[config.mk]
export PLATFORM = sky130hd
export DESIGN_NAME = control_carrera
export DESIGN_NICKNAME = d
export VERILOG_FILES = /design/src/rtl/control_carrera.sv
export SDC_FILE = /design/constraint.sdc
export NUM_CORES = 1
export LEC_CHECK = 0
export CAP_MARGIN = 0
export CORE_MARGIN = 2
export CORE_UTILIZATION = 40
export CTS_CLUSTER_SIZE = 8
export DETAILED_ROUTE_END_ITERATION = 7
export PLACE_DENSITY_LB_ADDON = 0.08
export SYNTH_ARGS = -nofsm -noshare
export SYNTH_HDL_FRONTEND = slang
export SYNTH_SLANG_ARGS = --single-unit
[constraint.sdc]
create_clock -name clk -period 3.25 [get_ports clk]
set_input_delay 0.325 -clock clk [delete_from_list [all_inputs] [get_ports clk]]
set_output_delay 0.325 -clock clk [all_outputs]
set_load 0.02 [all_outputs]
[src/rtl/control_carrera.sv]
// rtl/control_carrera.sv - race-control front end: input conditioning and race sequencing FSM
module control_carrera #(
  parameter int CLK_FREQ          = 25_000_000,
  parameter int DEBOUNCE_MS       = 10,
  parameter int MIN_RUN_MS        = 1000,
  parameter bit SENSOR_ACTIVE_LOW = 1'b1
) (
  input  logic       clk,
  input  logic       rst_n,
  input  logic       btn_start,
  input  logic       btn_reset,
  input  logic       sensor_salida,
  input  logic       sensor_meta,
  output logic       reset_timer,
  output logic       enable_timer,
  output logic [1:0] estado,
  output logic       led_listo,
  output logic       led_corriendo,
  output logic       led_fin
);

  localparam int DEB_CYCLES     = CLK_FREQ / 1000 * DEBOUNCE_MS;
  localparam int MIN_RUN_CYCLES = CLK_FREQ / 1000 * MIN_RUN_MS;
  localparam int DEB_W          = (DEB_CYCLES > 1) ? $clog2(DEB_CYCLES) : 1;
  // +1 so the saturation value itself is representable even for power-of-two windows
  localparam int RUN_W          = $clog2(MIN_RUN_CYCLES + 1);
  localparam int NCH            = 4;
  localparam int CH_START       = 0;
  localparam int CH_RESET       = 1;
  localparam int CH_SALIDA      = 2;
  localparam int CH_META        = 3;
  localparam logic POL          = SENSOR_ACTIVE_LOW;

  typedef enum logic [1:0] {
    IDLE     = 2'b00,
    ARMED    = 2'b01,
    RUNNING  = 2'b10,
    FINISHED = 2'b11
  } state_t;

  state_t               state_q, state_d;
  logic [RUN_W-1:0]     run_q, run_d;
  logic [NCH-1:0]       raw_norm;
  logic [NCH-1:0]       sync1_q, sync2_q;
  logic [NCH-1:0]       deb_q, deb_d;
  logic [NCH-1:0]       deb_prev_q;
  logic [DEB_W-1:0]     cnt_q [NCH];
  logic [DEB_W-1:0]     cnt_d [NCH];
  logic [NCH-1:0]       pulse;
  logic                 blank_done;

  // Sensors are normalised so that 1 always means "line crossed"; buttons are already active-high
  assign raw_norm = {sensor_meta ^ POL, sensor_salida ^ POL, btn_reset, btn_start};

  // Debounce: count consecutive cycles of disagreement, adopt the synced value after DEB_CYCLES of them
  always_comb begin
    deb_d = deb_q;
    for (int i = 0; i < NCH; i++) begin
      cnt_d[i] = '0;
      if (sync2_q[i] != deb_q[i]) begin
        if (cnt_q[i] == DEB_W'(DEB_CYCLES - 1)) begin
          deb_d[i] = sync2_q[i];
        end else begin
          cnt_d[i] = cnt_q[i] + DEB_W'(1);
        end
      end
    end
  end

  // Synchroniser, debounce and edge-history registers for all four channels
  always_ff @(posedge clk or negedge rst_n) begin
    if (!rst_n) begin
      sync1_q    <= '0;
      sync2_q    <= '0;
      deb_q      <= '0;
      deb_prev_q <= '0;
      for (int i = 0; i < NCH; i++) cnt_q[i] <= '0;
    end else begin
      sync1_q    <= raw_norm;
      sync2_q    <= sync1_q;
      deb_q      <= deb_d;
      deb_prev_q <= deb_q;
      for (int i = 0; i < NCH; i++) cnt_q[i] <= cnt_d[i];
    end
  end

  assign pulse      = deb_q & ~deb_prev_q;
  assign blank_done = (run_q == RUN_W'(MIN_RUN_CYCLES));

  // Race sequencing; the reset button wins over any other pulse arriving in the same cycle
  always_comb begin
    state_d = state_q;
    if (pulse[CH_RESET]) begin
      state_d = IDLE;
    end else begin
      case (state_q)
        IDLE:     if (pulse[CH_START])  state_d = ARMED;
        ARMED:    if (pulse[CH_SALIDA]) state_d = RUNNING;
        RUNNING:  if (pulse[CH_META] && blank_done) state_d = FINISHED;
        FINISHED: state_d = FINISHED;
        default:  state_d = IDLE;
      endcase
    end
  end

  // Blanking counter: zero outside RUNNING, so it restarts on every entry, then saturates
  always_comb begin
    run_d = '0;
    if (state_q == RUNNING) begin
      run_d = blank_done ? run_q : run_q + RUN_W'(1);
    end
  end

  // State and blanking counter registers
  always_ff @(posedge clk or negedge rst_n) begin
    if (!rst_n) begin
      state_q <= IDLE;
      run_q   <= '0;
    end else begin
      state_q <= state_d;
      run_q   <= run_d;
    end
  end

  assign estado        = state_q;
  assign reset_timer   = (state_q == IDLE) || (state_q == ARMED);
  assign enable_timer  = (state_q == RUNNING);
  assign led_listo     = (state_q == ARMED);
  assign led_corriendo = (state_q == RUNNING);
  assign led_fin       = (state_q == FINISHED);

endmodule
# ---- Yosys cells after proc, flatten, opt, wreduce, memory -nomap -nowiden
# Index checks and enable logic that the tools add are counted.
# W data, S select, Z words.
dict set report word_totals {
  ff_bits 115
  input_bits 6
  mem_bits_ro 0
  memories 0
  out_inout_bits 7
  mem_bits_rw 0
  elab_cells 61
  latchBits 0
}
dict set report op_classes {
  shifts 0
  mul 0
  n_addsub 5
  bitwise 4
  eq_ne 16
  n_reduce_logical 8
  div_mod_pow 0
  n_mux 15
  order_cmp 0
}
# operator count
set op_table {}
lappend op_table {{$mux W18} 8}
lappend op_table {{$add A18 B1 Y18 const B} 4}
lappend op_table {{$eq A18 B18 Y1 const B} 4}
lappend op_table {{$mux W25} 2}
lappend op_table {{$add A25 B1 Y25 const B} 1}
lappend op_table {{$eq A25 B25 Y1 const B} 1}
lappend op_table {{$mux W2} 4}
lappend op_table {{$pmux W2 S4} 1}
lappend op_table {{$reduce_and A2 Y1} 4}
lappend op_table {{$ne A3 B1 Y1 const B} 2}
lappend op_table {{$and A4 B4 Y4} 1}
lappend op_table {{$eq A2 B2 Y1 const B} 2}
lappend op_table {{$ne A1 B1 Y1} 4}
lappend op_table {{$not A4 Y4} 1}
lappend op_table {{$ne A3 B3 Y1 const B} 1}
lappend op_table {{$reduce_and A3 Y1} 1}
lappend op_table {{$eq A2 B1 Y1 const B} 1}
lappend op_table {{$logic_not A2 Y1} 1}
lappend op_table {{$ne A2 B2 Y1 const B} 1}
lappend op_table {{$not A1 Y1} 2}
lappend op_table {{$logic_and A1 B1 Y1} 1}
lappend op_table {{$logic_or A1 B1 Y1} 1}

# ---- Depth between registers and ports, before layout
# Gate-level depths: netlist of the first run.
dict set report logic_depth {
  ltp_word 6
  depth_mapped 6
  depth_no_buf 6
}

# ---- Worst setup path after synthesis of the first run
# OpenSTA, ideal clock, no wires.
dict set report synth_path {
  kind {register to register}
  start {register cnt_q[49] (netlist bit)}
  end {register deb_q[1]}
  setup_time_ns 0.125
  path_buffers 0
  path_slack_ns 1.209
  stages_incl_launch_ff 5
  arrival_time_ns 1.916
  synth_period_minus_slack_ns 2.041
  required_time_ns 3.125
  cell_sequence {dfrtp_1 or4b_1 or4_1 nor2_1 mux2_2}
}
dict set report synth_via {
  elab_chain_len 2
}
# item line
set synth_lines {}
lappend synth_lines {{from (decl)} 47} ;# logic [DEB_W-1:0] cnt_q [NCH];
lappend synth_lines {{$eq A18 B18 Y1} 61} ;# if (cnt_q[i] == DEB_W'(DEB_CYCLES - 1)) begin
lappend synth_lines {{$reduce_and A2 Y1 (no line)} n/a}
lappend synth_lines {{to (signal assigned)} 75} ;# deb_q <= '0;
lappend synth_lines {{to (signal assigned)} 81} ;# deb_q <= deb_d;
lappend synth_lines {{to (decl)} 45} ;# logic [NCH-1:0] deb_q, deb_d;
# Every way passes these cells.
# A chain may end at the register's enable or synchronous reset.

==> results of run 1 <==
-- worst paths after layout --
path | from | endpoint | slack, ps | cells after the start
worst max-delay path | cnt_q[49] | cnt_q[44] | 1030 | 4
worst min-delay path | btn_start | sync1_q[0] | 350 | 1
worst max register to register | cnt_q[49] | cnt_q[44] | 1030 | 4
worst min register to register | sync1_q[0] | sync2_q[0] | 350 | 0
max in group asynchronous | rst_n | cnt_q[49] | 2000 | 3
min in group asynchronous | rst_n | run_q[20] | 480 | 2
-- through the flow --
| step | worst slack (ps) | area (sq um) | utilization |
|---|---|---|---|
| after floorplan | 1210 | 5560 | - |
| after global placement | 1060 | 5890 | 0.429 |
| after detailed placement | 1010 | 5890 | 0.429 |
| after CTS | 1010 | 6560 | 0.478 |
| after global routing | 884 | 6560 | 0.478 |
| final | 1030 | 6560 | 0.478 |
-- flip-flops by register name, summed over array words and instances, names as in the netlist --
| register | flops |
|---|---|
| deb_q | 4 |
| deb_prev_q | 4 |
| cnt_q | 72 |
| estado | 2 |
| sync1_q | 4 |
| sync2_q | 4 |
| run_q | 25 |
-- routing by layer --
metal / wire length, um / part of all wire / vias to the layer above
li1: - / - / 2039
met3: 389 / 0.036 / 13
met5: 0 / 0 / -
met2: 4830 / 0.44 / 53
met4: 158 / 0.015 / 0
met1: 5470 / 0.50 / 1934
-- cell families (layout without fill, tap and decap cells) --
kind of cell / count (synthesis) / after routing / share of synthesized area
AND/OR/NAND/NOR: 278 / 278 / 0.261
flip-flops: 115 / 115 / 0.518
XOR/XNOR: 69 / 69 / 0.109
AO/OA/AOI/OAI: 51 / 51 / 0.0583
buffers and inverters: 34 / 71 / 0.0254
multiplexers: 8 / 8 / 0.0153
adder cells (fa/ha/maj): 6 / 6 / 0.0135
-- what timing repair did --
action / in CTS / in global routing
setup buffers: 0 / 0
hold buffers: 1 / 0
endpoints found under the hold margin: 46 / 0
-- power groups by stage --
| stage | logic (mW) | registers, mW | clock network [mW] |
|---|---|---|---|
| detailed placement | 0.0835 | 1.49 | 0 |
| CTS | 0.0847 | 1.47 | 2.12 |
| floorplan | 0.0360 | 1.49 | 0 |
| finish | 0.0808 | 1.47 | 2.07 |
| global placement | 0.0824 | 1.49 | 0 |
| global route | 0.0963 | 1.47 | 2.20 |
-- layout make-up --
cell class | instances | share of cell area
Sequential cell | 115 | 0.439
Multi-Input combinational cell | 412 | 0.387
Clock buffer | 23 | 0.0744
Tap cell | 180 | 0.0343
Timing Repair Buffer | 18 | 0.0271
Clock inverter | 9 | 0.0265
Inverter | 21 | 0.0120
-- worst reg2reg max path, delay by kind of cell, from the launching register on --
| kind | cells | cell delay (ps) |
|---|---|---|
| flip-flops | 1 | 420 |
| AND/OR/NAND/NOR | 3 | 1220 |
| AO/OA/AOI/OAI | 1 | 430 |
-- cell usage in the layout, fill, tap and decap left out, types with 21 or more instances in the layout --
cell type | synthesis | final
sky130_fd_sc_hd__dfrtp_1 | 115 | 115
sky130_fd_sc_hd__xnor2_1 | 48 | 48
sky130_fd_sc_hd__inv_1 | 21 | 21
sky130_fd_sc_hd__nand4_1 | 32 | 32
sky130_fd_sc_hd__nor2_1 | 88 | 88
sky130_fd_sc_hd__xor2_1 | 21 | 21
sky130_fd_sc_hd__nand3_1 | 32 | 32
sky130_fd_sc_hd__nor4_1 | 25 | 25
sky130_fd_sc_hd__nand2_1 | 27 | 27
==> flow_summary.ini, run 1 <==
[run_status]
status = completed

[finish]
final_nets = 597
multi_input_comb_area_sq_um = 2540
final-seq-area_sq_um = 2880
final_cells = 778
layout-area-overhead-vs-synth_pct = 18.0
final.fill_count = 1262
antennaDiodeCount = 0
drive_gt1_frac = 0.0803

[run]
cap_violations = 0

[critical_path]
setup.worst_path.class = register to register
crit_path_start_kind = register
worst-path-buf-inv = 0
cp_max_fo = 18
critical_path.max_stage_delay_ps = 580
crit_slowest_cell = sky130_fd_sc_hd__or4_1
worst-endpoint-required_ps = 3520
cp_data_arrival_time_ps = 2490
timing.critical_path.to_type = register
cp_top_family = simple AND/OR/NAND/NOR gates
crit_chain = or4b_1 -> or4_1 -> o21ai_4 -> nor2_1

[floorplanning]
die_w_um = 122
placementRows = 43
die_h_um = 122
floorplan.initialDensity = 0.405
ios = 13
floorplan.core_area_sq_um = 13700
dieArea_sq_um = 14900

[global_route]
met1_usage = 0.221
global_route.usage.total = 0.163
grtUsageMet3 = 0.0520
maximum_number_of_pins_on_one_net_before_global_route_repair = 70
grt_pass1_vias = 3945
grt_pass1_wl_mm = 18.9
top_usage_layer = met2
grt_antenna_before_repair = 0
grt.met2_usage = 0.245
grt_remaining_overflow = 0

[clocking]
postCtsResizedCells = 0
clk_transition_reported_paths_ps = 50
cts_made_buffers = 17
cts_max_level = 4
worstSkewPairLatency_ps = 410
tritoncts = yes
cts.path.max_buffers = 2
clock-root-buffer = sky130_fd_sc_hd__clkbuf_16
cts.sinks = 115

[synthesis]
post-synth-top-area-cell = sky130_fd_sc_hd__dfrtp_1
post_synth_instance_area_sq_um = 5560
synth_top_flop_cell = sky130_fd_sc_hd__dfrtp_1
synth.top_cell.area_share = 0.518
mappedNetlistNets = 573
syn_inst = 561
synthesized_area_per_cell_sq_um = 9.91
asyncSetResetFlopFracSynth = 1.00
netlist_top_cells_count = sky130_fd_sc_hd__dfrtp_1, sky130_fd_sc_hd__nor2_1, sky130_fd_sc_hd__xnor2_1, sky130_fd_sc_hd__nand3_1, sky130_fd_sc_hd__nand4_1
synth.lib_cells_used.distinct = 48
ys_warn_count = 0
synth.area.top_cells = sky130_fd_sc_hd__dfrtp_1, sky130_fd_sc_hd__xnor2_1, sky130_fd_sc_hd__nor2_1, sky130_fd_sc_hd__nand4_1, sky130_fd_sc_hd__xor2_1
synth_enable_flop_cells = 0
yosysMostFrequentCell = sky130_fd_sc_hd__dfrtp_1
ys_ff_latch = 115
ys_seq_area_frac = 0.518

[sta]
setup_viol = 0
hold_viol = 0
worst-slew-pin-transition_ps = 661
achievable-frequency_mhz = 451
post-route-min-period_ps = 2220
timing.clock.skew_ps = 7.37
finalHoldWorstSlack_ps = 350
final.period_utilization = 0.682
grt_setup_unrepaired = no
max_slew_margin = 0.559
maxSlewViolCount = 0
fin_tns_setup_ps = 0

[power]
clock_power_share = 0.573
p_leak_nw = 2.53
power_mw = 3.62
internal_power_mw = 2.91
peak_vdd_ir_mv = 0.348
part_of_the_power_in_combinational_logic = 0.022
cell_area_power_density_nw_per_um2 = 552
power.sequential.fraction = 0.405
power.share.switching = 0.195
switchingPower_mw = 0.707

[drt]
number_of_nets_still_failing_antenna_checks_after_routing = 0
detail_route.iter0.violations = 261
routed-via-count = 4039
vias_per_std_cell = 5.19
drt-wirelength-per-cell_um = 13.9
drt_drc_violations_left = 0
dr.pass1.iters = 4
drt_wl_total_mm = 10.8

[placed_design]
place_hpwl_mm = 7.16
gp_routability_congestion = 0.842
numPlacedInstances = 745
io_buffer_count = 12

[min_path]
worst_hold_path_type = input port to register
No activity file was read; power rests on OpenSTA's default activity.
==> inputs of run 2 (changes only) <==
- clock period: 3.25 -> 2.3 ns (I/O delays scaled with it)
==> run 2 against run 1 <==
Compared with the run above: hold slack got worse by 91 ps; maximum frequency increased by 5.0%; combinational power up 52%; utilization rose by 0.56 points; routed wire length is 0.77% higher; first-iteration DRC count is 12% lower; clock-buffer cell count up 1; die area stayed put; critical path depth unchanged; via count grew 1.5%.
==> flow_summary.ini, run 2 (synthesis gave the netlist of run 1 again) <==
[floorplanning]
placementRows = 43
dieArea_sq_um = 14900
die_h_um = 122
floorplan.initialDensity = 0.405
die_w_um = 122
ios = 13
floorplan.core_area_sq_um = 13700

[power]
internal_power_mw = 4.07
cell_area_power_density_nw_per_um2 = 766
part_of_the_power_in_combinational_logic = 0.024
switchingPower_mw = 1.01
clock_power_share = 0.568
p_leak_nw = 2.57
peak_vdd_ir_mv = 0.467
power.share.switching = 0.199
power.sequential.fraction = 0.408

[clocking]
cts.path.max_buffers = 2
cts_max_level = 4
cts_setup_buffers = 0
clk_transition_reported_paths_ps = 50
clock-root-buffer = sky130_fd_sc_hd__clkbuf_16
worstSkewPairLatency_ps = 420
cts_made_buffers = 17
cts.sinks = 115
tritoncts = yes

[global_route]
maximum_number_of_pins_on_one_net_before_global_route_repair = 42
grt_antenna_before_repair = 0
grt_pass1_wl_mm = 19.3
global_route.usage.total = 0.167
grt_pass1_vias = 3965
grt_remaining_overflow = 0

[sta]
post-route-min-period_ps = 2110
max_slew_margin = 0.537
finalHoldWorstSlack_ps = 259
worst-slew-pin-transition_ps = 688
achievable-frequency_mhz = 473
final.period_utilization = 0.918
grt_setup_unrepaired = no
timing.clock.skew_ps = 5.61
hold_viol = 0
fin_tns_setup_ps = 0
maxSlewViolCount = 0
setup_viol = 0

[finish]
antennaDiodeCount = 0
layout-area-overhead-vs-synth_pct = 19.4
mostFrequentLayoutCells = sky130_fd_sc_hd__dfrtp_1, sky130_fd_sc_hd__nor2_1, sky130_fd_sc_hd__xnor2_1
final_nets = 604
largest_reg_flops = 72
most_common_library_cell_in_the_layout_ignoring_fill_and_taps = sky130_fd_sc_hd__dfrtp_1
drive_gt1_frac = 0.0942
layout_top_registers = cnt_q (72), run_q (25)
regMostFlops = cnt_q

[critical_path]
timing.critical_path.to_type = register
worst-endpoint-required_ps = 2600
crit_path_start_kind = register
cp_max_fo = 5
setup.worst_path.class = register to register
timing.reg2reg.worst_path_depth = 4
cp_data_arrival_time_ps = 2410
flop2flop_setup_slack_ps = 190

[placed_design]
place_hpwl_mm = 7.34
io_buffer_count = 12
gp_routability_congestion = 0.823

[drt]
drt-wirelength-per-cell_um = 13.9
detail_route.iter0.violations = 229
drt_drc_violations_left = 0
drt_wl_total_mm = 10.9
routed-via-count = 4098
vias_per_std_cell = 5.22
number_of_nets_still_failing_antenna_checks_after_routing = 0
dr.pass1.iters = 4

[min_path]
worst_hold_path_type = input port to register
hold_depth = 1

[run]
cap_violations = 0

[run_status]
status = completed
[run 2: timing repair]
item	CTS	global route
hold buffers	1	0
hold endpoints to repair	39	0
resized for setup	0	1
setup endpoints to repair	0	1
[run 2: path summary, 6_finish.rpt]
check | start | endpoint
hold / removal | btn_reset | sync1_q[1]
max in group asynchronous | rst_n | cnt_q[53]
setup reg to reg | cnt_q[49] | deb_q[1]
min in group asynchronous | rst_n | run_q[21]
hold reg to reg | sync1_q[3] | sync2_q[3]
setup / recovery | cnt_q[49] | deb_q[1]
[run 2: cell type report]
type                            instances  area, sq um
Clock buffer                           24          512
Clock inverter                          8          145
Timing Repair Buffer                   25          255
Fill cell                            1256         7080
Tap cell                              180          225
Inverter                               21         78.8
Sequential cell                       115         2880
Multi-Input combinational cell        412         2540
[run 2: critical path, cell delays in order (launching register included)]
cell                      delay, ps
sky130_fd_sc_hd__dfrtp_1        420
sky130_fd_sc_hd__or4b_1         520
sky130_fd_sc_hd__or4_1          580
sky130_fd_sc_hd__nor2_1         130
sky130_fd_sc_hd__mux2_2         340
[run 2: layer usage]
metal	wire, um	GRT usage
met5	0	0
met4	134	0.0603
met3	359	0.0604
met2	4950	0.248
met1	5490	0.225
[run 2: per-stage QoR]
stage               total power, mW  instances  worst slack (ps)  cell area [sq um]   util
CTS                            5.16        785               123               6630  0.484
floorplan                      2.15        561               259               5560      -
detailed placement             2.24        752               142               5970  0.435
global placement               2.23        752               203               5970  0.435
finish                         5.09        785               188               6640  0.484
global route                   5.29        785               121               6640  0.484
[run 2: power by group through the flow]
stage / Sequential [mW] / Clock (mW) / Combinational (mW)
final: 2.07 / 2.89 / 0.123
after CTS: 2.07 / 2.96 / 0.130
after global placement: 2.11 / 0 / 0.128
after floorplan: 2.10 / 0 / 0.0509
after global routing: 2.08 / 3.07 / 0.146
after detailed placement: 2.11 / 0 / 0.128
